===== src/rtl/hazard_scoreboard.sv =====
// -----------------------------------------------------------------------------
// hazard_scoreboard
//
// Decode-stage hazard detection and operand forwarding for the RV32I pipeline.
// Every in-flight register write is tracked in a pending-register scoreboard.
// Each decode source operand is bypassed from the result broadcast when the
// broadcast targets its register. Decode is stalled while any used source is
// still waiting for its producer. Sits between the register file read ports
// and the D/E pipeline register.
//
// Parameters
//   XLEN  operand/result width
//   NREG  number of architectural registers (register 0 reads as zero)
//   RAW   register address width, 2**RAW must equal NREG
//   NSRC  number of decode source operand ports
//
// Ports
//   clk             rising-edge clock
//   rst_n           synchronous active-low reset
//   issue_valid     instruction leaves D for E this cycle
//   issue_wen       issuing instruction writes a register
//   issue_load      issuing instruction is a load
//   issue_rd        destination of the issuing instruction
//   src_used        per-operand "operand is read" flags
//   src_addr        packed source addresses, operand i at [i*RAW +: RAW]
//   src_rf_data     packed register file read data, operand i at [i*XLEN +: XLEN]
//   res_valid       result broadcast valid (ALU result or load data)
//   res_rd          broadcast destination register
//   res_data        broadcast value
//   flush           redirect; kills every in-flight producer
//   src_data        packed forwarded operands
//   stall           hold D and F, insert a bubble into E
//   load_use        stall is caused at least partly by a pending load
//   pending_mask    registered scoreboard, bit r set while r awaits its result
//   stall_cycles    (HAZARD_PERF_EN only) cycles with stall = 1, wraps
//   load_use_cycles (HAZARD_PERF_EN only) cycles with load_use = 1, wraps
//
// Build option
//   HAZARD_PERF_EN  when defined, adds the two 32-bit performance counters.
//                   Functional behaviour is the same in both builds.
// -----------------------------------------------------------------------------
module hazard_scoreboard #(
    parameter int XLEN = 32,
    parameter int NREG = 32,
    parameter int RAW  = 5,
    parameter int NSRC = 2
) (
    input  logic                   clk,
    input  logic                   rst_n,
    input  logic                   issue_valid,
    input  logic                   issue_wen,
    input  logic                   issue_load,
    input  logic [RAW-1:0]         issue_rd,
    input  logic [NSRC-1:0]        src_used,
    input  logic [NSRC*RAW-1:0]    src_addr,
    input  logic [NSRC*XLEN-1:0]   src_rf_data,
    input  logic                   res_valid,
    input  logic [RAW-1:0]         res_rd,
    input  logic [XLEN-1:0]        res_data,
    input  logic                   flush,
    output logic [NSRC*XLEN-1:0]   src_data,
    output logic                   stall,
    output logic                   load_use,
`ifdef HAZARD_PERF_EN
    output logic [31:0]            stall_cycles,
    output logic [31:0]            load_use_cycles,
`endif
    output logic [NREG-1:0]        pending_mask
);

    // Scoreboard state. Bit 0 of both vectors is forced to zero on every
    // update so register 0 can never appear pending.
    logic [NREG-1:0] pending;
    logic [NREG-1:0] is_load;
    logic [NREG-1:0] pending_nxt;
    logic [NREG-1:0] is_load_nxt;

    logic [NSRC-1:0] hit;
    logic [NSRC-1:0] blocked;
    logic [NSRC-1:0] blocked_load;

    logic issue_accept;
    logic issue_set;
    logic res_clear;

    // -------------------------------------------------------------------------
    // Per-operand forwarding and hazard detection
    // -------------------------------------------------------------------------
    for (genvar i = 0; i < NSRC; i++) begin : g_src
        logic [RAW-1:0] addr;

        assign addr = src_addr[i*RAW +: RAW];

        // A broadcast to register 0 is never a bypass source.
        assign hit[i] = res_valid && (res_rd == addr) && (addr != '0);

        // Unused operands are still forwarded; the D stage decides whether
        // the value matters.
        assign src_data[i*XLEN +: XLEN] = hit[i]         ? res_data :
                                          (addr == '0)   ? '0       :
                                          src_rf_data[i*XLEN +: XLEN];

        // The result arriving this cycle releases the operand immediately,
        // so a broadcast hit never blocks.
        assign blocked[i]      = src_used[i] && pending[addr] && !hit[i];
        assign blocked_load[i] = blocked[i] && is_load[addr];
    end

    assign stall    = |blocked;
    assign load_use = |blocked_load;

    // -------------------------------------------------------------------------
    // Scoreboard next state
    // -------------------------------------------------------------------------
    // An issue during a stall is a protocol error and is dropped. An issue in
    // a flush cycle is a killed instruction and is dropped as well.
    assign issue_accept = issue_valid && !stall && !flush;
    assign issue_set    = issue_accept && issue_wen && (issue_rd != '0);
    assign res_clear    = res_valid && (res_rd != '0);

    always_comb begin
        pending_nxt = pending;
        is_load_nxt = is_load;

        if (flush) begin
            pending_nxt = '0;
            is_load_nxt = '0;
        end else begin
            // Clear first, then set: when the same register is both retired
            // and re-issued in one cycle the new producer must stay tracked.
            if (res_clear) begin
                pending_nxt[res_rd] = 1'b0;
                is_load_nxt[res_rd] = 1'b0;
            end
            if (issue_set) begin
                pending_nxt[issue_rd] = 1'b1;
                is_load_nxt[issue_rd] = issue_load;
            end
        end

        pending_nxt[0] = 1'b0;
        is_load_nxt[0] = 1'b0;
    end

    always_ff @(posedge clk) begin
        if (!rst_n) begin
            pending <= '0;
            is_load <= '0;
        end else begin
            pending <= pending_nxt;
            is_load <= is_load_nxt;
        end
    end

    assign pending_mask = pending;

    // -------------------------------------------------------------------------
    // Optional performance counters, free-running and wrapping at 2**32
    // -------------------------------------------------------------------------
`ifdef HAZARD_PERF_EN
    logic [31:0] stall_cnt;
    logic [31:0] load_use_cnt;

    always_ff @(posedge clk) begin
        if (!rst_n) begin
            stall_cnt    <= '0;
            load_use_cnt <= '0;
        end else begin
            if (stall) begin
                stall_cnt <= stall_cnt + 32'd1;
            end
            if (load_use) begin
                load_use_cnt <= load_use_cnt + 32'd1;
            end
        end
    end

    assign stall_cycles    = stall_cnt;
    assign load_use_cycles = load_use_cnt;
`endif

endmodule


===== config.mk =====
export PLATFORM = sky130hd
export DESIGN_NAME = hazard_scoreboard
export DESIGN_NICKNAME = d
export VERILOG_FILES = /design/src/rtl/hazard_scoreboard.sv
export SDC_FILE = /design/constraint.sdc
export NUM_CORES = 1
export LEC_CHECK = 0
export ABC_CLOCK_PERIOD_IN_PS = 3700
export BUFFER_PORTS_ARGS = -buffer_cell sky130_fd_sc_hd__clkbuf_2
export CAP_MARGIN = 20
export CORE_UTILIZATION = 43
export DETAILED_ROUTE_END_ITERATION = 10
export PLACE_DENSITY_LB_ADDON = 0.3
export SLEW_MARGIN = 15
export SYNTH_ARGS = -nofsm -noshare
export SYNTH_HDL_FRONTEND = slang
export SYNTH_SLANG_ARGS = --single-unit

===== constraint.sdc =====
create_clock -name clk -period 3.7 [get_ports clk]
set_input_delay 0 -clock clk [delete_from_list [all_inputs] [get_ports clk]]
set_output_delay 0 -clock clk [all_outputs]
set_load 0.02 [all_outputs]

# Word-level counts from Yosys, hierarchy flattened

Index checks and enable logic that the tools add are counted.

Output and inout port bits: 98
Logic and storage cells: 70
Memory bits (read-only): 0
RAM bits: 0
Latch bits: 0
Memories: 0
Register bits: 64

Multiply operators: 0
Divide/modulo/power cells: 0
Shift-type cells: 0
Add/subtract/negate cells: 0
$lt $le $gt $ge: 6
Equality and inequality tests: 2
Reduce and logical (&&, ||, !) cells: 30
Bitwise operators: 5
Mux-type cells: 23

Operators by type and width:

| cell                                                 | number |
|---|---|
| 2-to-1 mux 32 bit                                    | 10 |
| AND 32 bit                                           | 2 |
| bitwise mux 32 bit                                   | 1 |
| NOT 32 bit                                           | 1 |
| bitwise OR 32 bit                                    | 1 |
| < comparator 5 x 6 -> 1 bit (second input constant)  | 4 |
| binary-select mux 1 bit (select 5 bit)               | 4 |
| nonzero test 5 bit                                   | 4 |
| logical AND 1 bit                                    | 17 |
| demux 1 bit (select 5 bit)                           | 2 |
| equality test 5 bit                                  | 2 |
| >= comparator 5 x 1 -> 1 bit (second input constant) | 2 |
| logical NOT 5 bit                                    | 2 |
| 2-to-1 mux 1 bit                                     | 6 |
| OR reduction 2 bit                                   | 3 |
| logical NOT 1 bit                                    | 4 |
| NOT 1 bit                                            | 1 |

# Depth between registers and ports, before layout

Gate-level depths: netlist of the first run.

Depth in word-level cells: 12
Gate-level depth with buffers: 9
Mapped depth without buffers: 6

# Worst setup path after synthesis of the first run

OpenSTA, ideal clock, no wires.

Kind: register -> output
Start: register pending[18] (netlist: pending_mask[18])
End: output load_use
Slack: 1.682 ns
Data arrival time: 2.018 ns
Cell stages (with the launch flop): 7
Cell sequence: dfxtp_1 mux2i_1 mux4_2 a221oi_2 nand3_2 buf_6 o22ai_1

Word-level cells in the longest chain between the ends: 6
Elaborated cells between the ends (all ways): 11
Those cells by class: 4 x mux; 7 x reduce/logical

RTL lines:

| what                                   | RTL line | RTL |
|---|---|---|
| start, declared                        | 73       | `logic [NREG-1:0] pending;` |
| start signal, assigned                 | 150      | `pending <= pending_nxt;` |
| binary-select mux 1 bit (select 5 bit) | 105      | `assign blocked[i] = src_used[i] && pending[addr] && !hit[i];` |
| 2-to-1 mux 1 bit (implied by the code) | 105      |  |
| logical AND 1 bit (2 in a row)         | 105      |  |
| logical AND 1 bit                      | 106      | `assign blocked_load[i] = blocked[i] && is_load[addr];` |
| OR reduction 2 bit (*)                 | 110      | `assign load_use = \|blocked_load;` |
| end, declared                          | 63       | `output logic load_use,` |

Every way passes the cells marked *; elsewhere a longest branch is shown, timed or not. The select of a mux whose other input is x is not followed.

# Worst setup path in the final report of the first run

Start: register pending[19] (netlist: pending_mask[19])
End: output load_use

Same word-level chain as after synthesis.

==> results of run 1 <==
where the power goes:
part | switching (mW) | internal [mW]
Clock | 0.305 | 0.316
Sequential | 0.000794 | 0.667
Combinational | 0.258 | 0.141
worst max-delay path, cell delays in order (launching register included):
cell	delay, ns
dfxtp_1	0.46
mux2i_1	0.14
mux4_2	0.49
a221oi_2	0.27
nand3_2	0.61
o22ai_1	0.38
clkbuf_2	0.21
state kept, by name, summed over array words and instances, names as in the netlist:
| signal | count |
|---|---|
| pending_mask | 31 |
| is_load | 31 |
cell families after synthesis:
| kind of cell | after synthesis | synth area share |
|---|---|---|
| simple gates | 308 | 0.288 |
| compound gates | 112 | 0.127 |
| mux | 80 | 0.240 |
| buf+inv | 65 | 0.0684 |
| flops | 62 | 0.258 |
| xor+xnor | 10 | 0.0182 |
| other cells | 1 | 0.000779 |
final cells by class:
class | count | area [um^2] | area share
Tap cell | 140 | 175 | 0.0288
Clock inverter | 6 | 70.1 | 0.0115
Inverter | 7 | 26.3 | 0.00431
Multi-Input combinational cell | 511 | 3250 | 0.533
Antenna cell | 2 | 5.00 | 0.000822
Timing Repair Buffer | 231 | 1200 | 0.196
Clock buffer | 10 | 128 | 0.0210
Sequential cell | 62 | 1240 | 0.204
cell usage in the layout (no fill, tap or decap), drive strengths merged, types with 2 or more instances in the layout:
| cell | netlist | final |
|---|---|---|
| nand2 | 198 | 198 |
| diode | 0 | 2 |
| nor2b | 5 | 5 |
| clkinvlp | 0 | 3 |
| nand4 | 31 | 31 |
| and3b | 2 | 2 |
| nor4 | 4 | 4 |
| dfxtp | 62 | 62 |
| o21ai | 68 | 68 |
| o221ai | 3 | 3 |
| nand3 | 34 | 34 |
| nor2 | 11 | 11 |
| and3 | 2 | 2 |
| nor3 | 3 | 3 |
| buf | 16 | 10 |
| nand2b | 5 | 5 |
| mux2 | 5 | 5 |
| nor3b | 4 | 4 |
| inv | 7 | 9 |
| xor2 | 9 | 9 |
| clkbuf | 42 | 231 |
| mux2i | 47 | 47 |
| mux4 | 28 | 28 |
| o22ai | 3 | 3 |
| o211ai | 2 | 2 |
| and2 | 3 | 3 |
| a21oi | 31 | 31 |
per-layer routing:
layer / global-route usage / share of wire / vias up
met5: 0 / 0 / -
met4: 0.156 / 0.033 / 0
met3: 0.0702 / 0.10 / 60
met1: 0.419 / 0.39 / 2648
li1: - / - / 2630
met2: 0.512 / 0.47 / 363
stage by stage:
| stage | worst slack (ns) | instances | instance area (um^2) | total power, mW |
|---|---|---|---|---|
| global placement | 0.953 | 949 | 5860 | 1.07 |
| finish | 0.770 | 969 | 6090 | 1.69 |
| global route | 0.606 | 969 | 6090 | 1.75 |
| CTS | 0.766 | 966 | 6070 | 1.68 |
| floorplan | 1.68 | 638 | 4810 | 0.918 |
| detailed placement | 0.974 | 950 | 5870 | 1.08 |
path summary, 6_finish.rpt:
kind,end,from,depth (start not counted),slack [ns]
max,load_use,pending_mask[19],6,0.77
min,pending_mask[4],issue_rd[4],4,0.12
max reg2reg,is_load[26],pending_mask[19],6,0.96
min reg2reg,is_load[24],is_load[24],2,0.50
==> impl_metrics.toml, run 1 <==
[outcome]
status = "completed"

[job]
cap_violations = 0

[place]
hpwl_um = 14500
place.gp.congestion = 0.983
port_buffers = 221

[finish]
nets = 947
syn2layout_area_growth_pct = 26.5
final_core_util = 0.559
fill_cells = 1057
layout-drive-gt1-share = 0.345

[yosys]
synth_top_cell_area_share = 0.258
yosys_warnings = 0
ys.flop_type = "dfxtp_1"
synth_commonest_cells = "nand2_1, o21ai_0, dfxtp_1"
ys_seq_elements = 62
yosysSeqAreaShare = 0.258
syn_nets = 763
postSynthAreaPerCell_um2 = 7.54
synth_area_mm2 = 0.00481
yosysMostFrequentCell = "nand2_1"
yosysTopAreaCell = "dfxtp_1"
synth_cells = 638
synth.area.top_cells = "dfxtp_1, nand2_1, mux4_2"
async_flop_share = 0
synthDistinctLibCells = 42
synth-edff-count = 0

[sta]
finalSetupViolCount = 0
finalCritPeriodShare = 0.792
holdWs_ns = 0.122
fin_tns_setup_ns = 0
fin_skew_ns = 0.00955
rsz0062_at_grt = "false"
final-hold-violation-count = 0
worst_slew_pin_slew_ns = 1.06
maxSlewHeadroom = 0.291
timing.final.crit_period_ns = 2.93
fmax_mhz = 341
drv_slew = 0

[detailed_routing]
route.detailed.drc = 0
post_drt_wl_per_cell_um = 19.7
via_per_inst = 5.88
drt_iter0_markers = 702
firstDrtPassIters = 8
dr_total_vias = 5701
postRouteAntennaNets = 0
routed_wirelength_um = 19100

[clock_network]
cts-root-buf = "clkbuf_8"
hold_buffers = 0
cts_buffer_depth = 2
numCtsBuffers = 9
htreeDepth = 3
cts_resized = 0
clock_latency_ns = 0.36
post_cts_buffers = 0
path_clk_slew_ns = 0.08
clock-sinks = 62
tritoncts = "yes"

[global_routing]
grt_antenna_before_repair = 2
grt_max_degree = 65
grt_pass1_vias = 5300
grtUsageTotal = 0.324
overflow = 0
grt_pass1_wl_um = 28200

[setup_path]
required_ns = 3.70
crit_arrival_ns = 2.93
endpoint_kind = "primary output"
cp-start-kind = "flip-flop"
crit_type = "flip-flop to primary output"
path_max_fanout = 33

[power_and_ir_drop]
ir_drop_mv = 0.179
leakage_nw = 2.81
power_density_mw_per_mm2 = 277

[floorplanning]
pin_count = 223
rows = 38
core_mm2 = 0.0109
die_h_um = 108
die_w_um = 108
start_util = 0.442
die-area_mm2 = 0.0116

[min_path]
hp-class = "input pin to flip-flop"
Note: power is estimated with default switching activity, not from simulation.
==> inputs of run 2 (changes only) <==
--- a/config.mk
+++ b/config.mk
@@ -5,7 +5,7 @@
 export SDC_FILE = /design/constraint.sdc
 export NUM_CORES = 1
 export LEC_CHECK = 0
-export ABC_CLOCK_PERIOD_IN_PS = 3700
+export ABC_CLOCK_PERIOD_IN_PS = 2900
 export BUFFER_PORTS_ARGS = -buffer_cell sky130_fd_sc_hd__clkbuf_2
 export CAP_MARGIN = 20
 export CORE_UTILIZATION = 43
==> constraint.sdc (replaced) <==
create_clock -name clk -period 2.9 [get_ports clk]
set_input_delay 0 -clock clk [delete_from_list [all_inputs] [get_ports clk]]
set_output_delay 0 -clock clk [all_outputs]
set_load 0.02 [all_outputs]
==> run 2 against run 1 <==
- worst setup slack worse by 0.32 ns
- wire length is 0.51% higher
- first-iteration DRC count shrank 5.0%
- worst hold slack improved by 0.051 ns
- non-clock buffer count grew 5
- cell count is 0.52% higher
- clock-buffer cell count did not move
==> impl_metrics.toml, run 2 (synthesis results as in run 1) <==
[sta]
fmax_mhz = 409
worst_slew_pin_slew_ns = 1.04
finalCritPeriodShare = 0.844
maxSlewHeadroom = 0.302
final-hold-violation-count = 0
setup_ws_ns = 0.454
fin_tns_setup_ns = 0
timing.final.crit_period_ns = 2.45
rsz0062_at_grt = "false"
finalSetupViolCount = 0
drv_slew = 0
fin_skew_ns = 0.00694
holdWs_ns = 0.172

[clock_network]
clock_latency_ns = 0.34
clock-sinks = 62
tritoncts = "yes"
post_cts_buffers = 0
path_clk_slew_ns = 0.07
hold_buffers = 0
cts_resized = 0
numCtsBuffers = 9
cts-root-buf = "clkbuf_8"
htreeDepth = 3
cts_buffer_depth = 2

[detailed_routing]
postRouteAntennaNets = 0
routed_wirelength_um = 19200
via_per_inst = 5.94
post_drt_wl_per_cell_um = 19.7
firstDrtPassIters = 6
route.detailed.drc = 0
drt_iter0_markers = 667
dr_total_vias = 5788

[power_and_ir_drop]
leakage_nw = 2.86
ir_drop_mv = 0.264
power_mw = 2.21
power_density_mw_per_mm2 = 359

[floorplanning]
pin_count = 223
die_h_um = 108
die_w_um = 108
core_mm2 = 0.0109
die-area_mm2 = 0.0116
start_util = 0.442
rows = 38

[finish]
stdcell_count = 974
final_core_util = 0.565
final_common_cell = "clkbuf_2"
final_area_mm2 = 0.00616
layout-drive-gt1-share = 0.350
nets = 952
syn2layout_area_growth_pct = 27.9
fill_cells = 1064
final_cell_mix = "clkbuf_2, nand2_1, o21ai_0"

[job]
cap_violations = 0

[place]
port_buffers = 221
place.gp.congestion = 0.959
dp.cells = 956
placed_area_mm2 = 0.00593
dp_slack_ns = 0.651
hpwl_um = 14600

[global_routing]
grtUsageTotal = 0.321
grt_max_degree = 65
grt_antenna_before_repair = 2
overflow = 0
grt_pass1_wl_um = 28200
grt_pass1_vias = 5221

[setup_path]
cp-start-kind = "flip-flop"
endpoint_kind = "primary output"
crit_type = "flip-flop to primary output"
path_max_fanout = 22
crit_arrival_ns = 2.45
required_ns = 2.90

[min_path]
hp-class = "input pin to flip-flop"

[outcome]
status = "completed"
-- run 2: cell count changes in the layout (fill, tap and decap cells not counted), sizes merged --
| cell | delta |
|---|---|
| buf | +5 |
| clkinv | +3 |
| clkinvlp | -2 |
| inv | -2 |
| bufinv | +1 |
-- run 2: worst paths after layout --
path                            cells past startpoint             start               to  slack [ns]
worst min-delay path                                4       issue_rd[4]  pending_mask[4]        0.17
worst min register to register                      2       is_load[25]      is_load[25]        0.49
worst max-delay path                                7  pending_mask[25]            stall        0.45
worst max register to register                      7  pending_mask[25]       is_load[2]        0.60
-- run 2: cell type report --
class,instances,area [um^2],area share
tap,140,175,0.0285
clock inverter,6,86.3,0.0140
sequential,62,1240,0.202
clock buffer,10,128,0.0207
multi-input combinational,511,3250,0.528
timing repair buffer,236,1240,0.202
antenna,2,5.00,0.000813
inverter,7,26.3,0.00427
-- run 2: worst max-delay path, stage by stage (launching register included) --
cell and delay, ns:
dfxtp_1 0.40, mux2i_1 0.11, mux4_2 0.48, a221oi_2 0.28, nand3_2 0.32, buf_12 0.28
nand2_1 0.08, clkbuf_2 0.16
-- run 2: power by group --
part	internal (mW)	switching [mW]	leakage [nW]
logic	0.185	0.334	2.25
clock network	0.483	0.354	0.106
registers	0.852	0.000954	0.499
-- run 2: layer usage --
layer	wire [um]	part of all wire	track usage
met5	0	0	0
met4	641	0.033	0.132
met2	8980	0.47	0.526
met1	7330	0.38	0.402
met3	2210	0.12	0.0781
